File: src/rtl/alien_grid_controller_pkg.sv
// alien_pkg: shared definitions for the alien grid controller slice.
//   PROJ_NONE        - projectile coordinate value meaning "no projectile"
//   DIR_LEFT/RIGHT   - encoding of the direction output
//   state_e          - march/game FSM states
//   popcount()       - number of set bits, used for the live-alien count
package alien_pkg;

  localparam logic [9:0] PROJ_NONE = 10'h3FF;

  localparam logic DIR_LEFT  = 1'b0;
  localparam logic DIR_RIGHT = 1'b1;

  typedef enum logic [1:0] {
    RUN_R = 2'd0,
    RUN_L = 2'd1,
    OVER  = 2'd2
  } state_e;

  // Callers zero-extend their vector to 64 bits.
  function automatic int unsigned popcount(input logic [63:0] v);
    int unsigned c;
    c = 0;
    for (int k = 0; k < 64; k++) begin
      c = c + 32'(v[k]);
    end
    return c;
  endfunction

endpackage

File: src/rtl/alien_grid_controller_if.sv
// alien_grid_controller_if: bundles the projectile input and the formation /
// game-state outputs of the alien grid controller.
//   master modport - the controller (receives projectile, drives state)
//   slave  modport - the projectile source / renderer side
interface alien_grid_controller_if #(
  parameter int N       = 6,
  parameter int IDX_W   = 3,
  parameter int SCORE_W = 8
);
  logic [9:0]         projectile_x;
  logic [9:0]         projectile_y;
  logic [9:0]         aliens_x;
  logic [9:0]         aliens_y;
  logic [N-1:0]       alive;
  logic               direction;
  logic               hit;
  logic [IDX_W-1:0]   hit_index;
  logic [SCORE_W-1:0] score;
  logic               game_over;
  logic               win;

  modport master (
    input  projectile_x, projectile_y,
    output aliens_x, aliens_y, alive, direction, hit, hit_index,
           score, game_over, win
  );

  modport slave (
    output projectile_x, projectile_y,
    input  aliens_x, aliens_y, alive, direction, hit, hit_index,
           score, game_over, win
  );
endinterface

File: src/rtl/alien_grid_controller_hit_detector.sv
// alien_hit_detector: combinational projectile-vs-formation test.
//   origin_x/origin_y - formation origin (alien 0 top-left)
//   proj_x/proj_y     - projectile origin, PROJ_NONE on either = none
//   alive             - live mask, bit i = alien i
//   any_hit           - at least one live alien overlaps the projectile
//   index             - lowest overlapping alien index (valid with any_hit)
module alien_hit_detector
  import alien_pkg::*;
#(
  parameter int ROWS    = 2,
  parameter int COLS    = 3,
  parameter int ALIEN_W = 40,
  parameter int PITCH_X = 80,
  parameter int PITCH_Y = 80,
  parameter int PROJ_W  = 14
) (
  input  logic [9:0]                                      origin_x,
  input  logic [9:0]                                      origin_y,
  input  logic [9:0]                                      proj_x,
  input  logic [9:0]                                      proj_y,
  input  logic [ROWS*COLS-1:0]                            alive,
  output logic                                            any_hit,
  output logic [((ROWS*COLS > 1) ? $clog2(ROWS*COLS) : 1)-1:0] index
);
  localparam int N     = ROWS * COLS;
  localparam int IDX_W = (N > 1) ? $clog2(N) : 1;
  // Wide enough that origin + pitch offsets and px + PROJ_W never wrap.
  localparam int CW    = 12;

  logic          proj_valid;
  logic [N-1:0]  hit_vec;
  logic [CW-1:0] px;
  logic [CW-1:0] py;

  assign proj_valid = (proj_x != PROJ_NONE) && (proj_y != PROJ_NONE);
  assign px = CW'(proj_x);
  assign py = CW'(proj_y);

  for (genvar gi = 0; gi < N; gi++) begin : g_alien
    localparam int ROW = gi / COLS;
    localparam int COL = gi % COLS;
    logic [CW-1:0] ax;
    logic [CW-1:0] ay;
    assign ax = CW'(origin_x) + CW'(COL * PITCH_X);
    assign ay = CW'(origin_y) + CW'(ROW * PITCH_Y);
    // px > ax - PROJ_W is rearranged so nothing goes negative near x = 0.
    assign hit_vec[gi] = alive[gi] && proj_valid
                      && (px + CW'(PROJ_W) > ax) && (px < ax + CW'(ALIEN_W))
                      && (py > ay) && (py < ay + CW'(ALIEN_W));
  end

  // Descending scan so the lowest set index is the one left standing.
  always_comb begin
    index = '0;
    for (int i = N - 1; i >= 0; i--) begin
      if (hit_vec[i]) index = IDX_W'(i);
    end
  end

  assign any_hit = |hit_vec;
endmodule

File: src/rtl/alien_grid_controller.sv
// alien_grid_controller: marches a ROWS x COLS formation, kills aliens hit by
// the player projectile, keeps a saturating score and decides win/loss.
//   clk_master - system clock, all logic on posedge
//   d_reset_n  - synchronous active-low reset
//   bus        - alien_grid_controller_if.master (projectile in, state out)
module alien_grid_controller
  import alien_pkg::*;
#(
  parameter int ROWS           = 2,
  parameter int COLS           = 3,
  parameter int ALIEN_W        = 40,
  parameter int PITCH_X        = 80,
  parameter int PITCH_Y        = 80,
  parameter int LEFT_BOUND     = 144,
  parameter int RIGHT_BOUND    = 584,
  parameter int TOP_BOUND      = 134,
  parameter int WIN_LINE       = 444,
  parameter int STEP_X         = 4,
  parameter int DROP_Y         = 35,
  parameter int PROJ_W         = 14,
  parameter int TICK_MIN       = 500_000,
  parameter int TICK_PER_ALIEN = 500_000,
  parameter int SEC_CYCLES     = 50_000_000,
  parameter int HIT_POINTS     = 20,
  parameter int SCORE_W        = 8
) (
  input logic                     clk_master,
  input logic                     d_reset_n,
  alien_grid_controller_if.master bus
);
  localparam int N           = ROWS * COLS;
  localparam int IDX_W       = (N > 1) ? $clog2(N) : 1;
  localparam int GW          = (COLS - 1) * PITCH_X + ALIEN_W;
  localparam int RIGHT_LIMIT = RIGHT_BOUND - GW;
  localparam int TICK_MAX    = TICK_MIN + N * TICK_PER_ALIEN;
  localparam int TICK_W      = (TICK_MAX > 1) ? $clog2(TICK_MAX) : 1;
  localparam int SEC_W       = (SEC_CYCLES > 1) ? $clog2(SEC_CYCLES) : 1;
  localparam logic [31:0] SCORE_MAX = (32'd1 << SCORE_W) - 32'd1;

  localparam logic [1:0] ST_RUN_R = RUN_R;
  localparam logic [1:0] ST_RUN_L = RUN_L;
  localparam logic [1:0] ST_OVER  = OVER;

  logic [9:0]         x_reg, x_next, y_reg, y_next;
  logic [1:0]         state_reg, state_next;
  logic               dir_reg, dir_next;
  logic [N-1:0]       alive_reg, alive_next;
  logic               hit_reg, hit_next;
  logic [IDX_W-1:0]   hit_index_reg, hit_index_next;
  logic [SCORE_W-1:0] score_reg, score_next;
  logic               over_reg, over_next, win_reg, win_next;
  logic [TICK_W-1:0]  tick_cnt_reg, tick_cnt_next;
  logic [SEC_W-1:0]   sec_cnt_reg, sec_cnt_next;

  logic               det_any;
  logic [IDX_W-1:0]   det_idx;
  logic [ROWS-1:0]    row_any;
  logic [31:0]        low_row, alive_count, tick_period, score_sum;
  logic               step_fire, sec_fire, loss;

  alien_hit_detector #(
    .ROWS(ROWS), .COLS(COLS), .ALIEN_W(ALIEN_W),
    .PITCH_X(PITCH_X), .PITCH_Y(PITCH_Y), .PROJ_W(PROJ_W)
  ) u_hit_detector (
    .origin_x(x_reg),
    .origin_y(y_reg),
    .proj_x  (bus.projectile_x),
    .proj_y  (bus.projectile_y),
    .alive   (alive_reg),
    .any_hit (det_any),
    .index   (det_idx)
  );

  for (genvar gi = 0; gi < ROWS; gi++) begin : g_row
    assign row_any[gi] = |alive_reg[gi*COLS +: COLS];
  end

  // The bottom-most row still holding a live alien sets the loss line.
  always_comb begin
    low_row = 32'd0;
    for (int r = 0; r < ROWS; r++) begin
      if (row_any[r]) low_row = 32'(r);
    end
  end

  assign loss = (|alive_reg) &&
                ((32'(y_reg) + low_row * 32'(PITCH_Y) + 32'(ALIEN_W)) >= 32'(WIN_LINE));

  // Period follows the live count every cycle, so a shrinking period can
  // fire a step immediately when the counter is already past it.
  assign alive_count = popcount(64'(alive_reg));
  assign tick_period = 32'(TICK_MIN) + alive_count * 32'(TICK_PER_ALIEN);
  assign step_fire   = 32'(tick_cnt_reg) >= (tick_period - 32'd1);
  assign sec_fire    = 32'(sec_cnt_reg) >= (32'(SEC_CYCLES) - 32'd1);

  always_comb begin
    x_next         = x_reg;
    y_next         = y_reg;
    state_next     = state_reg;
    dir_next       = dir_reg;
    alive_next     = alive_reg;
    hit_next       = 1'b0;
    hit_index_next = hit_index_reg;
    score_next     = score_reg;
    over_next      = over_reg;
    win_next       = win_reg;
    tick_cnt_next  = tick_cnt_reg;
    sec_cnt_next   = sec_cnt_reg;
    score_sum      = 32'(score_reg);

    case (state_reg)
      ST_RUN_R, ST_RUN_L: begin
        if (alive_reg == '0) begin
          state_next = ST_OVER;
          over_next  = 1'b1;
          win_next   = 1'b1;
        end else if (loss) begin
          state_next = ST_OVER;
          over_next  = 1'b1;
          win_next   = 1'b0;
        end else begin
          if (step_fire) begin
            tick_cnt_next = '0;
            if (state_reg == ST_RUN_R) begin
              if (32'(x_reg) + 32'(STEP_X) <= 32'(RIGHT_LIMIT)) begin
                x_next = x_reg + 10'(STEP_X);
              end else begin
                y_next     = y_reg + 10'(DROP_Y);
                state_next = ST_RUN_L;
                dir_next   = DIR_LEFT;
              end
            end else begin
              if (32'(x_reg) >= 32'(LEFT_BOUND) + 32'(STEP_X)) begin
                x_next = x_reg - 10'(STEP_X);
              end else begin
                y_next     = y_reg + 10'(DROP_Y);
                state_next = ST_RUN_R;
                dir_next   = DIR_RIGHT;
              end
            end
          end else begin
            tick_cnt_next = tick_cnt_reg + 1'b1;
          end

          // Collision uses the pre-step origin held in x_reg/y_reg.
          if (det_any) begin
            alive_next[det_idx] = 1'b0;
            hit_next            = 1'b1;
            hit_index_next      = det_idx;
            score_sum           = score_sum + 32'(HIT_POINTS);
          end

          if (sec_fire) begin
            sec_cnt_next = '0;
            score_sum    = score_sum + 32'd1;
          end else begin
            sec_cnt_next = sec_cnt_reg + 1'b1;
          end

          score_next = (score_sum > SCORE_MAX) ? SCORE_W'(SCORE_MAX)
                                               : SCORE_W'(score_sum);
        end
      end
      default: ;  // OVER: everything holds until reset
    endcase
  end

  always_ff @(posedge clk_master) begin
    if (!d_reset_n) begin
      x_reg         <= 10'(LEFT_BOUND);
      y_reg         <= 10'(TOP_BOUND);
      state_reg     <= ST_RUN_R;
      dir_reg       <= DIR_RIGHT;
      alive_reg     <= '1;
      hit_reg       <= 1'b0;
      hit_index_reg <= '0;
      score_reg     <= '0;
      over_reg      <= 1'b0;
      win_reg       <= 1'b0;
      tick_cnt_reg  <= '0;
      sec_cnt_reg   <= '0;
    end else begin
      x_reg         <= x_next;
      y_reg         <= y_next;
      state_reg     <= state_next;
      dir_reg       <= dir_next;
      alive_reg     <= alive_next;
      hit_reg       <= hit_next;
      hit_index_reg <= hit_index_next;
      score_reg     <= score_next;
      over_reg      <= over_next;
      win_reg       <= win_next;
      tick_cnt_reg  <= tick_cnt_next;
      sec_cnt_reg   <= sec_cnt_next;
    end
  end

  assign bus.aliens_x  = x_reg;
  assign bus.aliens_y  = y_reg;
  assign bus.alive     = alive_reg;
  assign bus.direction = dir_reg;
  assign bus.hit       = hit_reg;
  assign bus.hit_index = hit_index_reg;
  assign bus.score     = score_reg;
  assign bus.game_over = over_reg;
  assign bus.win       = win_reg;
endmodule

File: src/flat_wrapper.sv
// flat-port wrapper written by rule: the top's interface ports become plain ports
module alien_grid_controller_flat import alien_pkg::*;
#(
  parameter int ROWS           = 2,
  parameter int COLS           = 3,
  parameter int ALIEN_W        = 40,
  parameter int PITCH_X        = 80,
  parameter int PITCH_Y        = 80,
  parameter int LEFT_BOUND     = 144,
  parameter int RIGHT_BOUND    = 584,
  parameter int TOP_BOUND      = 134,
  parameter int WIN_LINE       = 444,
  parameter int STEP_X         = 4,
  parameter int DROP_Y         = 35,
  parameter int PROJ_W         = 14,
  parameter int TICK_MIN       = 500_000,
  parameter int TICK_PER_ALIEN = 500_000,
  parameter int SEC_CYCLES     = 50_000_000,
  parameter int HIT_POINTS     = 20,
  parameter int SCORE_W        = 8
)
  (clk_master, d_reset_n, bus_projectile_x, bus_projectile_y, bus_aliens_x, bus_aliens_y, bus_alive, bus_direction, bus_hit, bus_hit_index, bus_score, bus_game_over, bus_win);
  alien_grid_controller_if #(.N(6), .IDX_W(3), .SCORE_W(SCORE_W)) bus_i ();
  input logic clk_master;
  input logic d_reset_n;
  input wire logic [$bits(bus_i.projectile_x)-1:0] bus_projectile_x;
  input wire logic [$bits(bus_i.projectile_y)-1:0] bus_projectile_y;
  output wire logic [$bits(bus_i.aliens_x)-1:0] bus_aliens_x;
  output wire logic [$bits(bus_i.aliens_y)-1:0] bus_aliens_y;
  output wire logic [$bits(bus_i.alive)-1:0] bus_alive;
  output wire logic [$bits(bus_i.direction)-1:0] bus_direction;
  output wire logic [$bits(bus_i.hit)-1:0] bus_hit;
  output wire logic [$bits(bus_i.hit_index)-1:0] bus_hit_index;
  output wire logic [$bits(bus_i.score)-1:0] bus_score;
  output wire logic [$bits(bus_i.game_over)-1:0] bus_game_over;
  output wire logic [$bits(bus_i.win)-1:0] bus_win;
  assign bus_i.projectile_x = bus_projectile_x;
  assign bus_i.projectile_y = bus_projectile_y;
  assign bus_aliens_x = bus_i.aliens_x;
  assign bus_aliens_y = bus_i.aliens_y;
  assign bus_alive = bus_i.alive;
  assign bus_direction = bus_i.direction;
  assign bus_hit = bus_i.hit;
  assign bus_hit_index = bus_i.hit_index;
  assign bus_score = bus_i.score;
  assign bus_game_over = bus_i.game_over;
  assign bus_win = bus_i.win;
  alien_grid_controller #(.ROWS(ROWS), .COLS(COLS), .ALIEN_W(ALIEN_W), .PITCH_X(PITCH_X), .PITCH_Y(PITCH_Y), .LEFT_BOUND(LEFT_BOUND), .RIGHT_BOUND(RIGHT_BOUND), .TOP_BOUND(TOP_BOUND), .WIN_LINE(WIN_LINE), .STEP_X(STEP_X), .DROP_Y(DROP_Y), .PROJ_W(PROJ_W), .TICK_MIN(TICK_MIN), .TICK_PER_ALIEN(TICK_PER_ALIEN), .SEC_CYCLES(SEC_CYCLES), .HIT_POINTS(HIT_POINTS), .SCORE_W(SCORE_W)) u_core (.clk_master(clk_master), .d_reset_n(d_reset_n), .bus(bus_i));
endmodule
File: config.mk
export PLATFORM = sky130hd
export DESIGN_NAME = alien_grid_controller_flat
export DESIGN_NICKNAME = d
export VERILOG_FILES = /design/src/rtl/alien_grid_controller_pkg.sv /design/src/rtl/alien_grid_controller_if.sv /design/src/rtl/alien_grid_controller_hit_detector.sv /design/src/rtl/alien_grid_controller.sv /design/src/flat_wrapper.sv
export SDC_FILE = /design/constraint.sdc
export NUM_CORES = 1
export LEC_CHECK = 0
export BUFFER_PORTS_ARGS = -buffer_cell sky130_fd_sc_hd__buf_2
export CAP_MARGIN = 20
export CORE_ASPECT_RATIO = 1.4
export CORE_MARGIN = 5
export CORE_UTILIZATION = 61
export DETAILED_ROUTE_END_ITERATION = 10
export GPL_TIMING_DRIVEN = 1
export PLACE_DENSITY = 0.78
export SLEW_MARGIN = 20
export SYNTH_ARGS = -nofsm -noshare
export SYNTH_HDL_FRONTEND = slang
export SYNTH_SLANG_ARGS = --single-unit
File: constraint.sdc
create_clock -name clk_master -period 8.35 [get_ports clk_master]
set_input_delay 0.4175 -clock clk_master [delete_from_list [all_inputs] [get_ports clk_master]]
set_output_delay 0.4175 -clock clk_master [all_outputs]
set_load 0.1 [all_outputs]
==> results of run 1 <==
logic make-up (layout without fill, tap and decap cells):
logic type | after synthesis | count (layout)
fa+ha+maj | 155 | 155
simple gates | 369 | 369
other cells | 1 | 2
buf+inv | 91 | 141
flops | 89 | 89
xor+xnor | 107 | 107
compound gates | 228 | 228
mux | 10 | 10
critical path, stage by stage, from the launching register on:
cell and delay [ns]:
dfxtp_1 0.40, inv_1 0.08, ha_1 0.30, inv_1 0.08, fa_1 0.44, fa_1 0.40
fa_1 0.65, inv_1 0.14, fa_1 0.52, inv_1 0.06, ha_1 0.31, ha_1 0.29
ha_1 0.18, ha_1 0.27, ha_1 0.20, ha_1 0.20, fa_1 0.49, nand3_1 0.09
or3_1 0.36, o21ai_0 0.17, nand2_1 0.07, nor3_1 0.44, nand3_1 0.44, buf_4 0.30
or4_1 0.46, a21oi_1 0.15
where the power goes:
| part | internal [mW] | leakage [nW] | switching (mW) |
|---|---|---|---|
| clock | 0.214 | 0.150 | 0.199 |
| sequential | 0.434 | 0.720 | 0.0171 |
| combinational | 0.197 | 3.44 | 0.310 |
per-stage QoR:
stage,power [mW],cells
after floorplan,0.8524,1051
after global placement,0.9475,1270
after detailed placement,0.9691,1270
after CTS,1.379,1286
after global routing,1.456,1286
final,1.371,1286
layer usage:
| metal | vias to the layer above | routed length [µm] | share of wire [%] |
|---|---|---|---|
| li1 | 3864 | - | - |
| met1 | 3605 | 8880 | 43 |
| met2 | 141 | 10560 | 51 |
| met3 | 36 | 670 | 3.3 |
| met4 | 0 | 497 | 2.4 |
| met5 | - | 0 | 0 |
placed cells by master (no fill, tap or decap), types with 4 or more instances in the layout:
cell type,n
a211oi_1,7
o221ai_1,5
a21oi_1,65
buf_4,5
and2_1,9
and4_1,5
nand2b_1,12
nand4b_1,7
nand3b_1,5
clkbuf_16,9
ha_1,146
mux2i_1,9
nor2_1,109
nor2b_1,9
xor2_1,52
o21bai_1,9
inv_1,59
nor3_1,18
a31oi_1,10
o32ai_1,4
nand4_1,22
xnor2_1,55
dfxtp_1,89
nand2_1,81
nor4_1,7
or4_1,4
or3_1,15
o21ai_0,44
and3_1,18
a211o_1,7
a21o_1,15
fa_1,9
buf_2,60
o211ai_1,6
nand3_1,35
o21a_1,5
nor3b_1,4
o211a_1,4
final cells by class:
class,count,area (µm²)
Multi-Input combinational cell,871,6434
Fill cell,1236,4531
Sequential cell,89,1782
Timing Repair Buffer,65,337.8
Tap cell,185,231.5
Clock buffer,9,225.2
Inverter,60,225.2
Clock inverter,7,81.33
worst paths after layout:
kind | startpoint | to | cells after the start
worst max-delay path | u_core.bus.alive[0]$_SDFFE_PN1P_ | u_core.bus.aliens_y[9]$_SDFFE_PN0P_ | 25
worst min-delay path | u_core.bus.hit_index[2]$_SDFFE_PN0P_ | u_core.bus.hit_index[2]$_SDFFE_PN0P_ | 2
worst max register to register | u_core.bus.alive[0]$_SDFFE_PN1P_ | u_core.bus.aliens_y[9]$_SDFFE_PN0P_ | 25
worst min register to register | u_core.bus.hit_index[2]$_SDFFE_PN0P_ | u_core.bus.hit_index[2]$_SDFFE_PN0P_ | 2
==> flow_summary.json, run 1 <==
{
  "status": "finished, final reports clean",
  "io_pins": 63,
  "synthXorXnorAreaFrac_pct": 10.92,
  "tritoncts": "built",
  "syn-mean-instance-area_um2": 8.172,
  "finalWirelength_mm": 20.61,
  "seq_area_frac_synth_pct": 20.76,
  "busiest_layer": "met2",
  "ant_nets": 0,
  "place_area_um2": 9010,
  "numPortBuffers": 60,
  "fmax_mhz": 132.2,
  "ys_top_cells_by_area": "ha_1, dfxtp_1, xnor2_1",
  "tns_ns": 0,
  "synth_compound_area_share_pct": 17.94,
  "globalRouteMet2Util_pct": 46.93,
  "largest_reg_flops": 26,
  "die_width_um": 110.2,
  "die_area_um2": 16570,
  "yosysMostFrequentCell": "ha_1",
  "die_h_um": 150.3,
  "post-cts-setup-buffers": 0,
  "grtUsageMet1_pct": 31.88,
  "ys_ff_latch": 89,
  "rsz0062_at_grt": "no",
  "slew_viol_final": 0,
  "fin_ws_ns": 0.7830,
  "drive_gt1_share_pct": 8.810,
  "holdWs_ns": 0.4947,
  "wl_per_cell_um": 16.02,
  "cts.sinks": 89,
  "grt_overflow_total": 0,
  "synth.largest_area_cell": "ha_1",
  "dp_hpwl_mm": 16.34,
  "ir_drop_mv": 0.1070,
  "cts_root_buf": "clkbuf_16",
  "fin_area_um2": 9316,
  "synthTopCellsByCount": "ha_1, nor2_1, dfxtp_1, nand2_1, a21oi_1",
  "vias_per_cell": 5.946,
  "netlist_area_um2": 8581,
  "crit_path_end_kind": "register",
  "worstPathArrival_ns": 7.83,
  "fin_crit_sh_pct": 90.62,
  "grt_max_degree": 41,
  "yosys.area_share.simple_pct": 21.43,
  "antenna_cells": 0,
  "pre_cts_slack_ns": 0.8538,
  "async_reset_ff_share_pct": 0,
  "worstMarginPinSlew_ns": 0.8840,
  "synth_top_family_by_area": "adder cells",
  "htreeDepth": 3,
  "finalHoldViolCount": 0,
  "path_class": "reg -> reg",
  "maxSlewHeadroom_pct": 40.58,
  "synth-edff-count": 0,
  "start_util_pct": 61.97,
  "min_period_ns": 7.567,
  "yosys_warnings": 0,
  "yosysTopAreaCellShare_pct": 21.29,
  "cts_hold_buf": 0,
  "clk_latency_ns": 0.35,
  "row_count": 51,
  "layout-area-overhead-vs-synth_pct": 8.574,
  "layout.nets": 1273,
  "path_max_fanout": 11,
  "cts_resized": 0,
  "core-area_um2": 13850,
  "synthAdderAreaFrac_pct": 23.39,
  "post_synth_mux_area_share_pct": 1.210,
  "p_per_area_nw_per_um2": 147.2,
  "routabilityCongestion": 0.8776,
  "max_cap_violations": 0,
  "synth_cell_types": 83,
  "fin_skew_ns": 0.01132,
  "clk_pin_slew_ns": 0.07,
  "holdCritPathClass": "reg -> reg",
  "p_leak_nw": 4.305,
  "synth_ff_type": "dfxtp_1",
  "via_count": 7646,
  "cts_buffer_depth": 2,
  "syn_inst": 1050,
  "utilization_pct": 67.28,
  "setup_violations": 0,
  "grt_antenna_before_repair": 0,
  "grt_use_total_pct": 25.99,
  "route.detailed.drc": 0,
  "grt_pass1_vias": 7547,
  "grt_pass1_wl_mm": 35.28,
  "first_iter_violations": 404,
  "worst-endpoint-required_ns": 8.61,
  "firstDrtPassIters": 4,
  "cp-start-kind": "register",
  "reg2reg_slack_ns": 0.78,
  "grt_use_met3_pct": 2.617,
  "cts-buffers-inserted": 9
}
(Power assumes the default switching activity.)
==> run 2, diff against run 1 <==
--- a/config.mk
+++ b/config.mk
@@ -9,10 +9,10 @@
 export CAP_MARGIN = 20
 export CORE_ASPECT_RATIO = 1.4
 export CORE_MARGIN = 5
-export CORE_UTILIZATION = 61
+export CORE_UTILIZATION = 25
 export DETAILED_ROUTE_END_ITERATION = 10
 export GPL_TIMING_DRIVEN = 1
-export PLACE_DENSITY = 0.78
+export PLACE_DENSITY = 0.37
 export SLEW_MARGIN = 20
 export SYNTH_ARGS = -nofsm -noshare
 export SYNTH_HDL_FRONTEND = slang
==> flow_summary.json, run 2 (synthesis gave the netlist of run 1 again) <==
{
  "status": "finished, final reports clean",
  "fmax_mhz": 135.7,
  "crit_start": "u_core.bus.alive[0]$_SDFFE_PN1P_",
  "tritoncts": "built",
  "cp-start-kind": "register",
  "via_count": 7395,
  "routabilityCongestion": 0.7861,
  "drive_gt1_share_pct": 8.901,
  "path_class": "reg -> reg",
  "slew_viol_final": 0,
  "die_area_um2": 38180,
  "fin_crit_sh_pct": 88.26,
  "firstDrtPassIters": 4,
  "min_period_ns": 7.369,
  "wl_per_cell_um": 16.65,
  "layout.nets": 1273,
  "path_max_fanout": 11,
  "max_cap_violations": 0,
  "clk_latency_ns": 0.36,
  "endpoint": "u_core.bus.aliens_x[8]$_SDFFE_PN0P_",
  "ir_drop_mv": 0.1010,
  "cts.sinks": 89,
  "grt_overflow_total": 0,
  "ant_nets": 0,
  "maxSlewHeadroom_pct": 33.24,
  "finalHoldViolCount": 0,
  "die_h_um": 229.2,
  "start_util_pct": 25.21,
  "reg2reg_slack_ns": 0.98,
  "grt_max_degree": 41,
  "cts_root_buf": "clkbuf_16",
  "fin_skew_ns": 0.01252,
  "htreeDepth": 3,
  "grt_use_total_pct": 13.62,
  "placed_cells": 1536,
  "first_iter_violations": 279,
  "worstMarginPinSlew_ns": 0.9938,
  "tns_ns": 0,
  "core-area_um2": 34030,
  "holdCritPathClass": "reg -> reg",
  "clk_pin_slew_ns": 0.07,
  "layout-area-overhead-vs-synth_pct": 12.66,
  "row_count": 80,
  "reg2reg_to": "u_core.bus.aliens_x[8]$_SDFFE_PN0P_",
  "layout_commonest_cell": "ha_1",
  "route.detailed.drc": 0,
  "setup_violations": 0,
  "numPortBuffers": 60,
  "dp_hpwl_mm": 20.64,
  "p_per_area_nw_per_um2": 143.5,
  "vias_per_cell": 4.765,
  "largest_reg_flops": 26,
  "worst-endpoint-required_ns": 8.63,
  "post-cts-setup-buffers": 0,
  "fin_total_pwr_mw": 1.387,
  "cts-buffers-inserted": 9,
  "crit_path_end_kind": "register",
  "antenna_cells": 0,
  "io_pins": 63,
  "rsz0062_at_grt": "no",
  "grt_antenna_before_repair": 0,
  "cts_buffer_depth": 2,
  "final_cell_mix": "ha_1, nor2_1, dfxtp_1",
  "p_leak_nw": 4.309,
  "die_width_um": 166.6,
  "grt_pass1_vias": 7733,
  "finalWirelength_mm": 25.83,
  "worstPathArrival_ns": 7.65,
  "finalNonFillerCells": 1552,
  "grt_pass1_wl_mm": 42.27,
  "r2r-start": "u_core.bus.alive[0]$_SDFFE_PN1P_",
  "cts_resized": 0,
  "cts_hold_buf": 0,
  "ff2ff_path_depth": 24,
  "num-fill-cells": 3755
}
## run 2: through the flow
| stage | setup WS, ns | utilization [%] | cell area [µm²] | hold slack, ns |
|---|---|---|---|---|
| 2_1_floorplan | 1.019 | - | 8584 | 0.4580 |
| 3_3_place_gp | 1.071 | 27.47 | 9350 | 0.4447 |
| 3_5_place_dp | 0.9500 | 27.49 | 9356 | 0.4559 |
| 4_1_cts | 0.9194 | 28.40 | 9667 | 0.4672 |
| 5_1_grt | 0.4083 | 28.40 | 9667 | 0.4852 |
| 6_report | 0.9806 | 28.40 | 9667 | 0.4644 |
## run 2: layer usage
layer	track usage (%)	up-vias	share of wire [%]	routed length [µm]
li1	-	3845	-	-
met3	2.450	21	2.9	751
met4	3.556	0	1.8	459
met5	0	-	0	0
met1	16.13	3463	43	11170
met2	25.20	66	52	13450
## run 2: layout make-up
| class | instances | area, µm² | area share (%) |
|---|---|---|---|
| Clock inverter | 7 | 85.08 | 0.8801 |
| Clock buffer | 9 | 225.2 | 2.330 |
| Timing Repair Buffer | 65 | 337.8 | 3.495 |
| Inverter | 60 | 225.2 | 2.330 |
| Sequential cell | 89 | 1782 | 18.43 |
| Multi-Input combinational cell | 871 | 6447 | 66.70 |
| Tap cell | 451 | 564.3 | 5.837 |
## run 2: critical path: stages, from the launching register on
cell	delay, ns
dfxtp_1	0.42
inv_1	0.08
ha_1	0.30
inv_1	0.07
fa_1	0.43
fa_1	0.39
fa_1	0.66
inv_1	0.15
fa_1	0.51
inv_1	0.05
ha_1	0.32
ha_1	0.29
ha_1	0.18
ha_1	0.18
ha_1	0.27
ha_1	0.23
fa_1	0.49
nand3_1	0.09
or3_1	0.35
o21ai_0	0.16
nand2_1	0.07
nor3_1	0.47
nand2_1	0.39
nor2_1	0.50
mux2i_1	0.23
## run 2: worst min-delay path by stage
stage,to,depth (start not counted),start,slack [ns]
3_3_place_gp,u_core.bus.hit_index[2]$_SDFFE_PN0P_,2,u_core.bus.hit_index[2]$_SDFFE_PN0P_,0.44
2_1_floorplan,u_core.sec_cnt_reg[25]$_SDFFE_PN0P_,2,u_core.sec_cnt_reg[25]$_SDFFE_PN0P_,0.46
3_5_place_dp,u_core.bus.hit_index[2]$_SDFFE_PN0P_,2,u_core.bus.hit_index[2]$_SDFFE_PN0P_,0.46
4_1_cts,u_core.bus.hit_index[2]$_SDFFE_PN0P_,2,u_core.bus.hit_index[2]$_SDFFE_PN0P_,0.47
6_report,u_core.bus.hit_index[2]$_SDFFE_PN0P_,2,u_core.bus.hit_index[2]$_SDFFE_PN0P_,0.46
5_1_grt,u_core.bus.hit_index[2]$_SDFFE_PN0P_,2,u_core.bus.hit_index[2]$_SDFFE_PN0P_,0.49
## run 2: power by group
group	internal, mW	switching, mW
logic	0.197	0.308
registers	0.434	0.0185
clock network	0.237	0.192
